## src/rtl/run_detect_arbiter_pkg.sv

```systemverilog
// ============================================================================
// run_detect_arbiter_pkg: FSM encoding and default sizes shared by the
// run_detect_arbiter block.  Rev 1.0
// ============================================================================
`default_nettype none

package run_detect_arbiter_pkg;

   typedef enum logic [1:0] {
      IDLE  = 2'd0,
      SHIFT = 2'd1,
      DONE  = 2'd2
   } state_t;

   localparam int WORD_W_DEF  = 8;
   localparam int RUN_LEN_DEF = 4;
   localparam int CNT_W_DEF   = 4;

endpackage

`default_nettype wire

```

## src/rtl/run_detect_arbiter_run_detector.sv

```systemverilog
// ============================================================================
// run_detector: flags every bit that completes (or extends) a run of RUN_LEN
// equal bits; runs saturate at RUN_LEN.  Rev 1.0
// ============================================================================
`default_nettype none

module run_detector #(
   parameter int RUN_LEN = 4
) (
   input  logic clk,
   input  logic reset,
   input  logic clear,
   input  logic en,
   input  logic w,
   output logic hit,
   output logic z
);

   localparam int RW = $clog2(RUN_LEN + 1);
   localparam logic [RW-1:0] RUN_MAX = RW'(RUN_LEN);

   logic          last;
   logic          first;
   logic [RW-1:0] run;
   logic [RW-1:0] run_next;

   always_comb begin
      run_next = RW'(1);
      if (w == last && !first)
         run_next = (run == RUN_MAX) ? RUN_MAX : run + RW'(1);
      hit = en && (run_next == RUN_MAX);
   end

   always_ff @(posedge clk) begin
      if (reset || clear) begin
         last  <= 1'b0;
         first <= 1'b1;
         run   <= '0;
         z     <= 1'b0;
      end else begin
         z <= hit;
         if (en) begin
            last  <= w;
            first <= 1'b0;
            run   <= run_next;
         end
      end
   end

endmodule

`default_nettype wire

```

## src/rtl/run_detect_arbiter.sv

```systemverilog
// ============================================================================
// run_detect_arbiter: round-robin shares one serial run detector between two
// word sources and returns the hit count over a valid/ready port.  Rev 1.0
// ============================================================================
`default_nettype none

module run_detect_arbiter
   import run_detect_arbiter_pkg::*;
#(
   parameter int WORD_W  = WORD_W_DEF,
   parameter int RUN_LEN = RUN_LEN_DEF,
   parameter int CNT_W   = CNT_W_DEF
) (
   input  logic              clk,
   input  logic              reset,
   input  logic [1:0]        req,
   input  logic [WORD_W-1:0] data0,
   input  logic [WORD_W-1:0] data1,
   output logic [1:0]        grant,
   output logic              busy,
   output logic              res_valid,
   output logic              res_id,
   output logic [CNT_W-1:0]  res_count,
   input  logic              res_ready
);

   localparam int BC_W = (WORD_W > 1) ? $clog2(WORD_W) : 1;
   localparam logic [BC_W-1:0] LAST_BIT = BC_W'(WORD_W - 1);

   state_t            state;
   state_t            next_state;
   logic              ptr;
   logic              winner;
   logic              take;
   logic              accept;
   logic [WORD_W-1:0] sr;
   logic [BC_W-1:0]   bit_cnt;
   logic [CNT_W-1:0]  count;
   logic              hit;
   logic              z_unused;

   always_comb begin
      next_state = state;
      grant      = 2'b00;
      winner     = req[ptr] ? ptr : ~ptr;
      take       = 1'b0;
      accept     = 1'b0;
      case (state)
         IDLE: begin
            if (|req) begin
               grant[winner] = 1'b1;
               take          = 1'b1;
               next_state    = SHIFT;
            end
         end
         SHIFT: begin
            if (bit_cnt == LAST_BIT)
               next_state = DONE;
         end
         DONE: begin
            if (res_ready) begin
               accept     = 1'b1;
               next_state = IDLE;
            end
         end
         default: next_state = IDLE;
      endcase
   end

   always_ff @(posedge clk) begin
      if (reset) begin
         state   <= IDLE;
         ptr     <= 1'b0;
         sr      <= '0;
         bit_cnt <= '0;
         count   <= '0;
         res_id  <= 1'b0;
      end else begin
         state <= next_state;
         if (take) begin
            sr      <= winner ? data1 : data0;
            res_id  <= winner;
            count   <= '0;
            bit_cnt <= '0;
         end
         if (state == SHIFT) begin
            sr      <= {sr[WORD_W-2:0], 1'b0};
            bit_cnt <= bit_cnt + BC_W'(1);
            if (hit)
               count <= count + CNT_W'(1);
         end
         // The served requester drops to lowest priority for the next round.
         if (accept)
            ptr <= ~res_id;
      end
   end

   run_detector #(
      .RUN_LEN (RUN_LEN)
   ) u_det (
      .clk   (clk),
      .reset (reset),
      .clear (take),
      .en    (state == SHIFT),
      .w     (sr[WORD_W-1]),
      .hit   (hit),
      .z     (z_unused)
   );

   assign busy      = (state != IDLE);
   assign res_valid = (state == DONE);
   assign res_count = count;

endmodule

`default_nettype wire
```

## config.mk

```make
export PLATFORM = sky130hd
export DESIGN_NAME = run_detect_arbiter
export DESIGN_NICKNAME = d
export VERILOG_FILES = /design/src/rtl/run_detect_arbiter_pkg.sv /design/src/rtl/run_detect_arbiter_run_detector.sv /design/src/rtl/run_detect_arbiter.sv
export SDC_FILE = /design/constraint.sdc
export NUM_CORES = 1
export LEC_CHECK = 0
export CAP_MARGIN = 20
export CORE_MARGIN = 2
export CORE_UTILIZATION = 44
export CTS_CLUSTER_SIZE = 25
export DETAILED_ROUTE_END_ITERATION = 8
export GPL_ROUTABILITY_DRIVEN = 0
export PLACE_DENSITY = 0.73
export SYNTH_ARGS = -nofsm -noshare
export SYNTH_HDL_FRONTEND = slang
export SYNTH_SLANG_ARGS = --single-unit
```

## constraint.sdc

```tcl
create_clock -name clk -period 2.4 [get_ports clk]
set_input_delay 0.48 -clock clk [delete_from_list [all_inputs] [get_ports clk]]
set_output_delay 0.48 -clock clk [all_outputs]
set_load 0.05 [all_outputs]
```

==> flow_metrics.env, run 1 <==
export IMPL_numCtsBuffers=3
export IMPL_fin_util_pct=61.9
export IMPL_synth_ff_type="dfxtp_1"
export IMPL_worst_slack_ns=0.241
export IMPL_min_period_over_period_pct=90.0
export IMPL_wl_um=2370
export IMPL_first_iter_violations=21
export IMPL_fin_skew_ns=0.000908
export IMPL_synth_edf_count=0
export IMPL_yosysMostFrequentCell="dfxtp_1"
export IMPL_cts_sinks=24
export IMPL_p_per_area_mw_per_mm2=566
export IMPL_portBuffers=29
export IMPL_rsz0062_at_grt="no"
export IMPL_path_cells="nor2_1, inv_1, clkdlybuf4s50_1"
export IMPL_worst_slew_pin_slew_ns=0.497
export IMPL_gr_total_overflow=0
export IMPL_outcome="completed"
export IMPL_cts_root_buf="clkbuf_4"
export IMPL_first_pass_iters=4
export IMPL_dp_final_hpwl_um=1740
export IMPL_area_delta_synth_final_pct=34.4
export IMPL_synth_seq_area_share_pct=42.1
export IMPL_min_from="u_det.first$_SDFFE_PP1P_"
export IMPL_grt_pass1_vias=840
export IMPL_clk_pin_slew_ns=0.13
export IMPL_critPathMaxFanout=5
export IMPL_synth_largest_area_cell="dfxtp_1"
export IMPL_antenna_cells=0
export IMPL_yosys_warnings=0
export IMPL_power_leakage_uw=0.000607
export IMPL_ant_nets=0
export IMPL_async_flop_share_pct=0
export IMPL_core_rowCount=18
export IMPL_wl_per_cell_um=12.6
export IMPL_drc_errors=0
export IMPL_hp_class="register to register"
export IMPL_htreeDepth=1
export IMPL_tns_ns=0
export IMPL_synth_top_area_share_pct=42.1
export IMPL_grt_max_degree=19
export IMPL_cp_required_ns=1.92
export IMPL_p_total_uw=868
export IMPL_maxSlewViolCount=0
export IMPL_grt_total_usage_pct=17.2
export IMPL_fillers=233
export IMPL_die_area_mm2=0.00302
export IMPL_die_y_um=54.9
export IMPL_syn_nets=155
export IMPL_nNetsFinal=186
export IMPL_yosys_top_cells_area="dfxtp_1 42%, a22oi_1 9.9%, a21oi_1 8.3%"
export IMPL_cp_slowest_stage_delay_ns=0.70
export IMPL_syn_avg_cell_area_um2=8.85
export IMPL_pin_count=30
export IMPL_slowest_stage="clkdlybuf4s50_1"
export IMPL_vdd_ir_drop_max_v=0.000422
export IMPL_worstPathArrival_ns=1.68
export IMPL_clkLatencyLatePin_ns=0.31
export IMPL_design_core_area_mm2=0.00248
export IMPL_multi_input_area_um2=609
export IMPL_hold_ws_ns=0.477
export IMPL_crit_path_start_kind="register"
export IMPL_antenna_found_initial=0
export IMPL_yosys_register_bits=24
export IMPL_num_vias=1029
export IMPL_hold_end="u_det.first$_SDFFE_PP1P_"
export IMPL_rrSetupSlack_ns=0.68
export IMPL_drive_above_1_share_pct=8.81
export IMPL_setup_violations=0
export IMPL_worstReg2RegStart="u_det.run[0]$_SDFFE_PP0P_"
export IMPL_syn_inst=129
export IMPL_vias_per_cell=5.44
export IMPL_grt_first_pass_wirelength_um=3680
export IMPL_regArea_um2=480
export IMPL_finalCriticalPeriod_ns=2.16
export IMPL_path_class="register to output port"
export IMPL_relSlewSlack_pct=66.8
export IMPL_r2r_cells=6
export IMPL_fmax_mhz=463
export IMPL_synth_distinct_cells=34
export IMPL_holdPathStages=2
export IMPL_start_util_pct=46.1
export IMPL_yosys_top_cells_count="24 x dfxtp_1, 19 x a21oi_1, 15 x a22oi_1"
export IMPL_syn_area_mm2=0.00114
export IMPL_cp_top_family="buffers and inverters"
export IMPL_cts_tree="yes"
export IMPL_drv_cap=0
export IMPL_cp_end_kind="output port"
export IMPL_clockBufferDepth=2
export IMPL_r2r_end="res_count[2]$_SDFF_PP0_"
export IMPL_crit_buf_inv=2
export IMPL_hold_viol=0
export IMPL_dp_slack_ns=0.324
export IMPL_die_w_um=54.9
[power breakdown]
part	switching, uW	total, uW	internal [uW]
Clock	121	290	169
Combinational	78.0	150	71.9
Sequential	12.1	427	415
Total	211	868	656
[registers in the layout, indices dropped and copies added, names as in the netlist]
register,flops
u_det.run,3
res_count,4
sr,8
u_det.last,1
res_id,1
ptr,1
bit_cnt,3
u_det.first,1
state,2
[per-layer routing]
metal  vias to the layer above  global-route usage (%)  part of all wire, %
li1                        531                       -                    -
met1                       472                    20.0                   46
met2                        24                    30.8                   49
met3                         2                    4.57                  4.6
met4                         0                    4.88                 0.55
met5                         -                       0                    0
[placed cells by master (no fill, tap or decap), types with 2 or more instances in the layout]
cell             count
clkbuf_4             3
a21oi_1             19
dfxtp_1             24
nand2b_1             5
nand3_1              6
o21ai_0              2
mux2i_1              2
buf_12               2
nor2_1               6
clkdlybuf4s50_1     26
buf_4                3
nand2_1             12
inv_1                5
ha_1                 5
nor3_1               2
o211ai_1             2
a22oi_1             15
and3_1               2
[worst max path at each step]
stage | from | to | slack (ns) | cells past startpoint
floorplan | state[1]$_SDFFE_PP0P_ | ptr$_SDFFE_PP0P_ | 0.76 | 3
global placement | req[1] | grant[0] | 0.35 | 4
detailed placement | req[1] | grant[0] | 0.32 | 4
CTS | state[1]$_SDFFE_PP0P_ | res_valid | 0.08 | 2
global route | state[1]$_SDFFE_PP0P_ | busy | 0.12 | 3
finish | state[1]$_SDFFE_PP0P_ | busy | 0.24 | 3
[tightest hold or removal path, stage by stage, from the launching register on]
cell	delay, ns
dfxtp_1	0.35
nand2_1	0.06
nand2_1	0.04
[stage by stage]
step / std cells / cell area, um^2
after detailed placement: 185 / 1480
final: 189 / 1530
after global placement: 185 / 1480
after global routing: 189 / 1530
after floorplan: 129 / 1140
after CTS: 189 / 1530
[cell type report]
type	instances	area share [%]
multi-input cells	94	39.7
flip-flops and latches	24	31.3
clock buffers	3	1.47
repair buffers	32	21.9
inverters	5	1.22
clock inverters	1	1.96
well taps	30	2.45
[kinds of logic after synthesis]
group	Yosys count	synth area share, %
compound gates	44	25.1
xor+xnor	2	1.54
fa+ha+maj	5	5.48
buf+inv	11	4.50
flops	24	42.1
mux	2	1.75
simple gates	41	19.5
[repair_timing]
action,4_1_cts,5_1_grt
setup buffers,0,0
hold buffers,0,0
setup endpoints to repair,0,1
gates resized for setup,0,1
No activity file was read; power rests on OpenSTA's default activity.
==> run 2: changes to the inputs <==
--- a/config.mk
+++ b/config.mk
@@ -7,11 +7,11 @@
 export LEC_CHECK = 0
 export CAP_MARGIN = 20
 export CORE_MARGIN = 2
-export CORE_UTILIZATION = 44
+export CORE_UTILIZATION = 41
 export CTS_CLUSTER_SIZE = 25
 export DETAILED_ROUTE_END_ITERATION = 8
 export GPL_ROUTABILITY_DRIVEN = 0
-export PLACE_DENSITY = 0.73
+export PLACE_DENSITY = 0.69
 export SYNTH_ARGS = -nofsm -noshare
 export SYNTH_HDL_FRONTEND = slang
 export SYNTH_SLANG_ARGS = --single-unit
==> run 2 against run 1 <==
First-iteration DRC count up 57%. Die area up 6.8%. Clock skew grew 0.0038 ns. Largest cell class unchanged. Critical path type unchanged. Count of clock-buffer cells in the layout is 1 higher.
==> flow_metrics.env, run 2 (synthesis gave the netlist of run 1 again) <==
export IMPL_cp_end_kind="output port"
export IMPL_tns_ns=0
export IMPL_first_iter_violations=33
export IMPL_worst_slack_ns=0.218
export IMPL_finalCriticalPeriod_ns=2.18
export IMPL_antenna_found_initial=0
export IMPL_vias_per_cell=5.53
export IMPL_pin_count=30
export IMPL_rrSetupSlack_ns=0.71
export IMPL_clk_pin_slew_ns=0.13
export IMPL_p_comb_share_pct=19.2
export IMPL_core_rowCount=19
export IMPL_outcome="completed"
export IMPL_die_y_um=56.8
export IMPL_ant_nets=0
export IMPL_htreeDepth=1
export IMPL_vdd_ir_drop_max_v=0.000307
export IMPL_slowest_stage="clkdlybuf4s50_1"
export IMPL_swShare_pct=27.0
export IMPL_p_per_area_mw_per_mm2=522
export IMPL_path_cells="nor2_1, inv_1, clkdlybuf4s50_1"
export IMPL_crit_path_start_kind="register"
export IMPL_worst_slew_pin_slew_ns=0.522
export IMPL_drv_cap=0
export IMPL_relSlewSlack_pct=65.2
export IMPL_post_cts_resized=0
export IMPL_final_cell_area_mm2=0.00153
export IMPL_dp_slack_ns=0.451
export IMPL_num_vias=1056
export IMPL_largest_reg_flops=8
export IMPL_dp_final_hpwl_um=1960
export IMPL_drc_errors=0
export IMPL_pwr_share_clk_pct=27.1
export IMPL_wl_um=2650
export IMPL_wl_per_cell_um=13.9
export IMPL_portBuffers=29
export IMPL_first_pass_iters=4
export IMPL_cts_hold_buf=0
export IMPL_power_leakage_uw=0.000605
export IMPL_placed_area_mm2=0.00149
export IMPL_design_core_area_mm2=0.00271
export IMPL_critPathMaxFanout=5
export IMPL_gr_total_overflow=0
export IMPL_rsz0062_at_grt="no"
export IMPL_fin_cells=191
export IMPL_start_util_pct=42.1
export IMPL_cts_root_buf="clkbuf_4"
export IMPL_grt_max_degree=19
export IMPL_antenna_cells=0
export IMPL_path_class="register to output port"
export IMPL_clockBufferDepth=2
export IMPL_cp_top_family="buffers and inverters"
export IMPL_min_period_over_period_pct=90.9
export IMPL_grt_pass1_vias=1090
export IMPL_die_w_um=56.8
export IMPL_numCtsBuffers=3
export IMPL_hold_viol=0
export IMPL_cp_required_ns=1.92
export IMPL_layout_commonest_cell="clkdlybuf4s50_1"
export IMPL_drive_above_1_share_pct=9.38
export IMPL_cp_slowest_stage_delay_ns=0.79
export IMPL_fmax_mhz=458
export IMPL_seqPwrFrac_pct=53.7
export IMPL_switchingPower_uw=215
export IMPL_cts_sinks=24
export IMPL_worstPathArrival_ns=1.70
export IMPL_hp_class="register to register"
export IMPL_dp_cells=187
export IMPL_die_area_mm2=0.00322
export IMPL_final_cell_mix="26 x clkdlybuf4s50_1, 24 x dfxtp_1, 19 x a21oi_1"
export IMPL_grt_total_usage_pct=17.6
export IMPL_grt_first_pass_wirelength_um=4600
export IMPL_area_delta_synth_final_pct=33.8
export IMPL_clkLatencyLatePin_ns=0.32
export IMPL_nNetsFinal=187
export IMPL_fin_skew_ns=0.00466
export IMPL_setup_violations=0
export IMPL_top_register="sr"
export IMPL_crit_buf_inv=2
export IMPL_power_internal_uw=582
export IMPL_cts_setup_buffers=0
export IMPL_fin_util_pct=56.3
export IMPL_cts_tree="yes"
export IMPL_maxSlewViolCount=0
run 2: cell count changes in the layout (fill, tap and decap cells not counted), sizes merged:
| cell | before | now |
|---|---|---|
| buf | 5 | 6 |
| clkbuf | 3 | 4 |
| bufinv | 1 | 0 |
run 2: routing by layer:
layer  share of wire [%]  global-route usage (%)  up-vias
met5                   0                       0        -
met3                 3.5                    2.30        2
met4                0.87                    5.98        0
met1                  43                    20.8      502
met2                  52                    32.4       22
li1                    -                       -      530
run 2: power by group through the flow:
stage	sequential, uW	combinational [uW]	clock, uW
after floorplan	437	84.0	0
after global placement	436	151	0
after detailed placement	437	152	0
after CTS	428	153	221
after global routing	431	166	237
final	428	153	216
run 2: worst register-to-register path, cell delays in order (launching register included):
cell      delay (ns)
dfxtp_1         0.44
inv_1           0.07
ha_1            0.30
nand2b_1        0.16
o21ai_0         0.33
nand3_1         0.16
mux2i_1         0.14
run 2: per-stage QoR:
step | total power [uW] | hold slack (ns)
CTS | 802 | 0.485
detailed placement | 589 | 0.462
global route | 833 | 0.514
global placement | 586 | 0.458
floorplan | 521 | 0.447
finish | 797 | 0.483
run 2: worst paths after layout:
| check | from | endpoint | cells after the start |
|---|---|---|---|
| max | state[0]$_SDFFE_PP0P_ | busy | 3 |
| max reg2reg | u_det.run[0]$_SDFFE_PP0P_ | res_count[2]$_SDFF_PP0_ | 6 |
| min reg2reg | u_det.first$_SDFFE_PP1P_ | u_det.first$_SDFFE_PP1P_ | 2 |
| min | u_det.first$_SDFFE_PP1P_ | u_det.first$_SDFFE_PP1P_ | 2 |
run 2: area by class of cell:
cell class	instances	area, um^2
Inverter	5	18.8
Sequential cell	24	480
Tap cell	31	38.8
Clock buffer	4	36.3
Timing Repair Buffer	33	343
Fill cell	255	1180
Multi-Input combinational cell	94	609
